File: config.mk
export PLATFORM = sky130hd
export DESIGN_NAME = sisc_exec_unit
export DESIGN_NICKNAME = d
export VERILOG_FILES = /design/src/rtl/sisc_exec_unit.sv
export SDC_FILE = /design/constraint.sdc
export NUM_CORES = 1
export LEC_CHECK = 0
export ABC_CLOCK_PERIOD_IN_PS = 7400
export CORE_MARGIN = 3
export CORE_UTILIZATION = 65
export DETAILED_ROUTE_END_ITERATION = 6
export DONT_BUFFER_PORTS = 1
export PLACE_DENSITY = 0.81
export SLEW_MARGIN = 0
export SYNTH_ARGS = -nofsm -noshare
export SYNTH_HDL_FRONTEND = slang
export SYNTH_SLANG_ARGS = --single-unit
File: constraint.sdc
create_clock -name clk -period 7.4 [get_ports clk]
set_input_delay 1.48 -clock clk [delete_from_list [all_inputs] [get_ports clk]]
set_output_delay 1.48 -clock clk [all_outputs]
set_load 0.005 [all_outputs]
File: src/rtl/sisc_exec_unit.sv
`default_nettype none
// ============================================================================
// Module   : sisc_exec_unit
// Brief    : Five-cycle instruction sequencer with registered ALU and status
//            flags. Define SISC_SHIFT_EN to enable the SHL/SHR/SAR functions.
// Revision : 1.0 - initial release
// ============================================================================
module sisc_exec_unit #(
    parameter int DATA_W = 32
) (
    input  logic              clk,
    input  logic              rst_f,
    input  logic [31:0]       ir,
    input  logic [DATA_W-1:0] rsa,
    input  logic [DATA_W-1:0] rsb,
    output logic              rf_we,
    output logic              wb_sel,
    output logic [DATA_W-1:0] wb_data,
    output logic [1:0]        alu_op,
    output logic [DATA_W-1:0] alu_result,
    output logic [3:0]        stat,
    output logic              stat_en,
    output logic              halt
);

    localparam int SH_W = $clog2(DATA_W);

    typedef enum logic [2:0] {
        c_S_START     = 3'd0,
        c_S_FETCH     = 3'd1,
        c_S_DECODE    = 3'd2,
        c_S_EXECUTE   = 3'd3,
        c_S_MEM       = 3'd4,
        c_S_WRITEBACK = 3'd5,
        c_S_HALTED    = 3'd6
    } state_t;

    localparam logic [3:0] c_OP_ALU_R = 4'h1;
    localparam logic [3:0] c_OP_ALU_I = 4'h2;
    localparam logic [3:0] c_OP_MOV   = 4'h3;
    localparam logic [3:0] c_OP_HALT  = 4'hF;

    localparam logic [3:0] c_MM_ADD = 4'd0;
    localparam logic [3:0] c_MM_SUB = 4'd1;
    localparam logic [3:0] c_MM_AND = 4'd2;
    localparam logic [3:0] c_MM_OR  = 4'd3;
    localparam logic [3:0] c_MM_XOR = 4'd4;
    localparam logic [3:0] c_MM_NOT = 4'd5;
`ifdef SISC_SHIFT_EN
    localparam logic [3:0] c_MM_SHL = 4'd6;
    localparam logic [3:0] c_MM_SHR = 4'd7;
    localparam logic [3:0] c_MM_SAR = 4'd8;
    localparam logic [3:0] c_MM_MAX = 4'd8;
`else
    localparam logic [3:0] c_MM_MAX = 4'd5;
`endif

    state_t            r_state_q, w_state_d;
    logic              r_rf_we_q, w_rf_we_d;
    logic              r_wb_sel_q, w_wb_sel_d;
    logic [1:0]        r_alu_op_q, w_alu_op_d;
    logic [DATA_W-1:0] r_alu_result_q, w_alu_result_d;
    logic [3:0]        r_stat_q, w_stat_d;
    logic              r_stat_en_q, w_stat_en_d;
    logic              r_halt_q, w_halt_d;

    logic [3:0]        w_opcode;
    logic [3:0]        w_mm;
    logic [DATA_W-1:0] w_imm_ext;
    logic              w_is_alu;
    logic              w_is_mov;
    logic              w_mm_valid;
    logic              w_unused;

    logic [DATA_W-1:0] w_op_b;
    logic [DATA_W:0]   w_sum;
    logic [DATA_W:0]   w_dif;
    logic [DATA_W-1:0] w_alu_y;
    logic              w_alu_c;
    logic              w_alu_v;
    logic              w_alu_n;
    logic              w_alu_z;

    // Register specifiers are consumed by the register file, not here.
    assign w_unused   = ^ir[23:16];

    assign w_opcode   = ir[31:28];
    assign w_mm       = ir[27:24];
    assign w_imm_ext  = {{(DATA_W-16){ir[15]}}, ir[15:0]};
    assign w_is_alu   = (w_opcode == c_OP_ALU_R) || (w_opcode == c_OP_ALU_I);
    assign w_is_mov   = (w_opcode == c_OP_MOV);
    assign w_mm_valid = (w_mm <= c_MM_MAX);

    always_comb begin
        w_op_b  = r_alu_op_q[0] ? w_imm_ext : rsb;
        w_sum   = {1'b0, rsa} + {1'b0, w_op_b};
        w_dif   = {1'b0, rsa} + {1'b0, ~w_op_b} + {{DATA_W{1'b0}}, 1'b1};
        w_alu_y = rsa;
        w_alu_c = 1'b0;
        w_alu_v = 1'b0;
        case (w_mm)
            c_MM_ADD: begin
                w_alu_y = w_sum[DATA_W-1:0];
                w_alu_c = w_sum[DATA_W];
                w_alu_v = (rsa[DATA_W-1] == w_op_b[DATA_W-1]) &&
                          (w_alu_y[DATA_W-1] != rsa[DATA_W-1]);
            end
            c_MM_SUB: begin
                w_alu_y = w_dif[DATA_W-1:0];
                w_alu_c = w_dif[DATA_W];
                w_alu_v = (rsa[DATA_W-1] != w_op_b[DATA_W-1]) &&
                          (w_alu_y[DATA_W-1] != rsa[DATA_W-1]);
            end
            c_MM_AND: w_alu_y = rsa & w_op_b;
            c_MM_OR:  w_alu_y = rsa | w_op_b;
            c_MM_XOR: w_alu_y = rsa ^ w_op_b;
            c_MM_NOT: w_alu_y = ~rsa;
`ifdef SISC_SHIFT_EN
            c_MM_SHL: w_alu_y = rsa << w_op_b[SH_W-1:0];
            c_MM_SHR: w_alu_y = rsa >> w_op_b[SH_W-1:0];
            c_MM_SAR: w_alu_y = DATA_W'($signed(rsa) >>> w_op_b[SH_W-1:0]);
`endif
            default:  w_alu_y = rsa;
        endcase
        w_alu_n = w_alu_y[DATA_W-1];
        w_alu_z = (w_alu_y == '0);
    end

    always_comb begin
        w_state_d = r_state_q;
        case (r_state_q)
            c_S_START:     w_state_d = c_S_FETCH;
            c_S_FETCH:     w_state_d = c_S_DECODE;
            c_S_DECODE:    w_state_d = (w_opcode == c_OP_HALT) ? c_S_HALTED : c_S_EXECUTE;
            c_S_EXECUTE:   w_state_d = c_S_MEM;
            c_S_MEM:       w_state_d = c_S_WRITEBACK;
            c_S_WRITEBACK: w_state_d = c_S_FETCH;
            c_S_HALTED:    w_state_d = c_S_HALTED;
            default:       w_state_d = c_S_START;
        endcase

        // Control outputs are registered, so they are decoded from the state being entered.
        w_alu_op_d  = 2'b00;
        if ((w_state_d == c_S_EXECUTE) && w_is_alu) begin
            w_alu_op_d = {1'b1, (w_opcode == c_OP_ALU_I)};
        end
        w_stat_en_d = (w_state_d == c_S_EXECUTE) && w_is_alu && w_mm_valid;
        w_rf_we_d   = (w_state_d == c_S_WRITEBACK) && ((w_is_alu && w_mm_valid) || w_is_mov);
        w_wb_sel_d  = (w_state_d == c_S_WRITEBACK) && w_is_mov;
        w_halt_d    = (w_state_d == c_S_HALTED);

        w_alu_result_d = r_alu_op_q[1] ? w_alu_y : r_alu_result_q;
        w_stat_d       = r_stat_en_q ? {w_alu_c, w_alu_v, w_alu_n, w_alu_z} : r_stat_q;
    end

    always_ff @(posedge clk) begin
        if (rst_f) begin
            r_state_q      <= c_S_START;
            r_rf_we_q      <= 1'b0;
            r_wb_sel_q     <= 1'b0;
            r_alu_op_q     <= 2'b00;
            r_alu_result_q <= '0;
            r_stat_q       <= 4'b0000;
            r_stat_en_q    <= 1'b0;
            r_halt_q       <= 1'b0;
        end else begin
            r_state_q      <= w_state_d;
            r_rf_we_q      <= w_rf_we_d;
            r_wb_sel_q     <= w_wb_sel_d;
            r_alu_op_q     <= w_alu_op_d;
            r_alu_result_q <= w_alu_result_d;
            r_stat_q       <= w_stat_d;
            r_stat_en_q    <= w_stat_en_d;
            r_halt_q       <= w_halt_d;
        end
    end

    assign rf_we      = r_rf_we_q;
    assign wb_sel     = r_wb_sel_q;
    assign alu_op     = r_alu_op_q;
    assign alu_result = r_alu_result_q;
    assign stat       = r_stat_q;
    assign stat_en    = r_stat_en_q;
    assign halt       = r_halt_q;
    assign wb_data    = r_wb_sel_q ? rsa : r_alu_result_q;

endmodule
`default_nettype wire

==> out/metrics.yaml <==
worst_setup_path:
  crit_arrival_ps: 5910
  crit_fanout: 17
  r2r_start: "alu_op[0]"
  startpoint_type: "input port"
  timing.rr.end: "stat[0]"
  crit_type: "in -> reg"
  rr_worst_depth: 16
  cp-end-kind: "register"
  rrSetupSlack_ps: 2170
  worst_ep_required_time_ps: 7660
floorplanning:
  ios: 172
  start_util: 0.677
  die-height_um: 122
  die_w_um: 122
  coreArea_mm2: 0.0128
  rows: 41
  dieArea_mm2: 0.0148
global_route:
  grtUsageMet3: 0.100
  antenna_found_initial: 0
  gr-usage-met1: 0.569
  top_usage_layer: "met2"
  grt_pass1_wl_mm: 48.3
  track_usage: 0.417
  grt_pass1_vias: 8699
  gr-usage-met2: 0.624
  grt_max_degree: 49
  grt_overflow: 0
synthesis:
  postSynth.asyncResetShare: 0
  ys.flop_type: "dfxtp_1"
  synth.distinct_cells: 94
  synth_commonest_cells: "128 x nor2_1, 126 x a21oi_1, 109 x ha_1"
  yosysSeqAreaShare: 0.104
  synth_top_cell_by_area: "ha_1"
  synth-seq-cells: 45
  ys.warnings.count: 0
  synthCells: 1204
  syn_nets: 1413
  avgSynthCellArea_um2: 7.21
  netlist_area_mm2: 0.00868
  synth.most_common_cell: "nor2_1"
  synth_top_area_share: 0.157
  synth_edf_count: 0
  synthTopCellsByArea: "ha_1 16%, dfxtp_1 10%, a21oi_1 7.3%"
timing:
  fmax_ghz: 0.177
  final.setup.tns_ps: 0
  rsz0062_at_grt: "false"
  slew_headroom: 0.330
  setup_viol: 0
  finalHoldViolCount: 0
  clock-skew-final_ps: 14.5
  slew_violations: 0
  setup_ws_ps: 1750
  worst_slew_pin_slew_ps: 1000
  period_needed_ps: 5650
  fin_crit_sh: 0.763
layout:
  final_core_util: 0.686
  nNetsFinal: 1350
  syn2layout_area_growth_pct: 1.30
  layout.cells.non_filler: 1314
  final_layout_size_suffix_gt1_frac: 0.0858
  n_antenna_cell: 0
  fill_cells: 1167
hold_path:
  worstHoldPathType: "reg -> reg"
  holdCritStartpoint: "stat[3]"
  worstHoldPathCells: 2
  holdPathEnd: "stat[3]"
power_and_ir_drop:
  p_leak_nw: 3.64
  p_per_area_mw_per_mm2: 114
  finalPower_mw: 1.00
  ir_drop_uv: 149
routing:
  wl_mm: 31.8
  drc: 0
  wl_per_cell_um: 24.2
  vias: 9479
  first_iter_violations: 1241
  viasPerCell: 7.21
  drt_first_pass_iters: 6
  ant_nets: 0
cts:
  cts_tree: "done"
  cts_buffer_depth: 2
  root_buffer: "clkbuf_16"
  insertion_delay_ps: 330
  hold_buffers: 0
  cts.sinks: 45
  post_cts_resized: 0
  htree_levels: 2
  cts_buffers: 5
  clk_pin_slew_worst_paths_ps: 70
  cts_setup_buffers: 0
placement:
  io_buffers: 0
  preCtsSetupSlack_ps: 1640
  dp_cells: 1306
  hpwl_mm: 23.0
  gp_congestion: 1.02
job:
  drv_cap: 0
run_status:
  status: "complete, no violations"
==> worst max-delay path by stage <==
| stage | start | end | depth (start not counted) |
|---|---|---|---|
| floorplan | ir[15] | stat[0] | 18 |
| global placement | ir[15] | stat[0] | 15 |
| detailed placement | ir[15] | stat[0] | 15 |
| CTS | ir[15] | stat[0] | 15 |
| global route | ir[15] | stat[0] | 15 |
| finish | ir[15] | stat[0] | 15 |
==> registers in the layout, summed over array words and instances, names as in the netlist <==
| signal | cells |
|---|---|
| rf_we | 1 |
| alu_result | 32 |
| stat | 4 |
| r_state_q | 3 |
| wb_sel | 1 |
| alu_op | 2 |
| stat_en | 1 |
| halt | 1 |
==> metrics by stage <==
stage	cell area (um2)	hold slack (ps)
2_1_floorplan	8680	469
3_3_place_gp	8640	477
3_5_place_dp	8640	499
4_1_cts	8790	505
5_1_grt	8790	533
6_report	8790	501
==> cells in the final DEF (no fill, tap or decap), types with 14 or more instances in the layout <==
cell and count:
a211oi_1 25, a21o_1 21, a21oi_1 126, dfxtp_1 43, ha_1 109, inv_1 98
mux2_2 32, mux2i_1 43, nand2_1 62, nand2b_1 14, nand3_1 33, nor2_1 128
nor3_1 24, o211ai_1 17, o21ai_0 45
==> cell type report <==
type	count	area [um2]	share of cell area
Clock buffer	5	125	0.0142
Clock inverter	3	28.8	0.00327
Inverter	102	383	0.0435
Multi-Input combinational cell	977	7060	0.803
Sequential cell	45	903	0.103
Tap cell	172	215	0.0245
Timing Repair Buffer	10	75.1	0.00854
==> kinds of logic (layout without fill, tap and decap cells) <==
group,count (synthesis),after routing,synth area share
xor gates and xnor gates,18,18,0.0182
AOI/OAI and AO/OA,411,411,0.329
and+or+nand+nor,360,360,0.207
buffers and inverters,182,120,0.0849
DFF,45,45,0.104
adders and majority gates,112,112,0.163
muxes,76,76,0.0937
==> power by group <==
part | switching, mW | leakage [nW] | internal, mW
logic | 0.311 | 3.19 | 0.177
registers | 0.00419 | 0.364 | 0.245
clock network | 0.133 | 0.0767 | 0.131
==> critical path: stages <==
cell and delay (ps):
and2_1 670, a21oi_1 240, ha_1 450, a21oi_1 390, o311ai_0 310, a221o_1 430
a221oi_1 280, o21ai_0 200, a21o_1 260, a21oi_1 200, o21ai_0 120, a21oi_1 260
nand4b_1 180, nor4_2 260, a22o_1 180
==> per-layer routing <==
metal,part of all wire,wire (um),up-vias
li1,-,-,4297
met1,0.40,12700,4350
met2,0.42,13400,696
met3,0.13,4140,136
met4,0.047,1490,0
met5,0,0,-
Power figures use the tool's default switching activity.
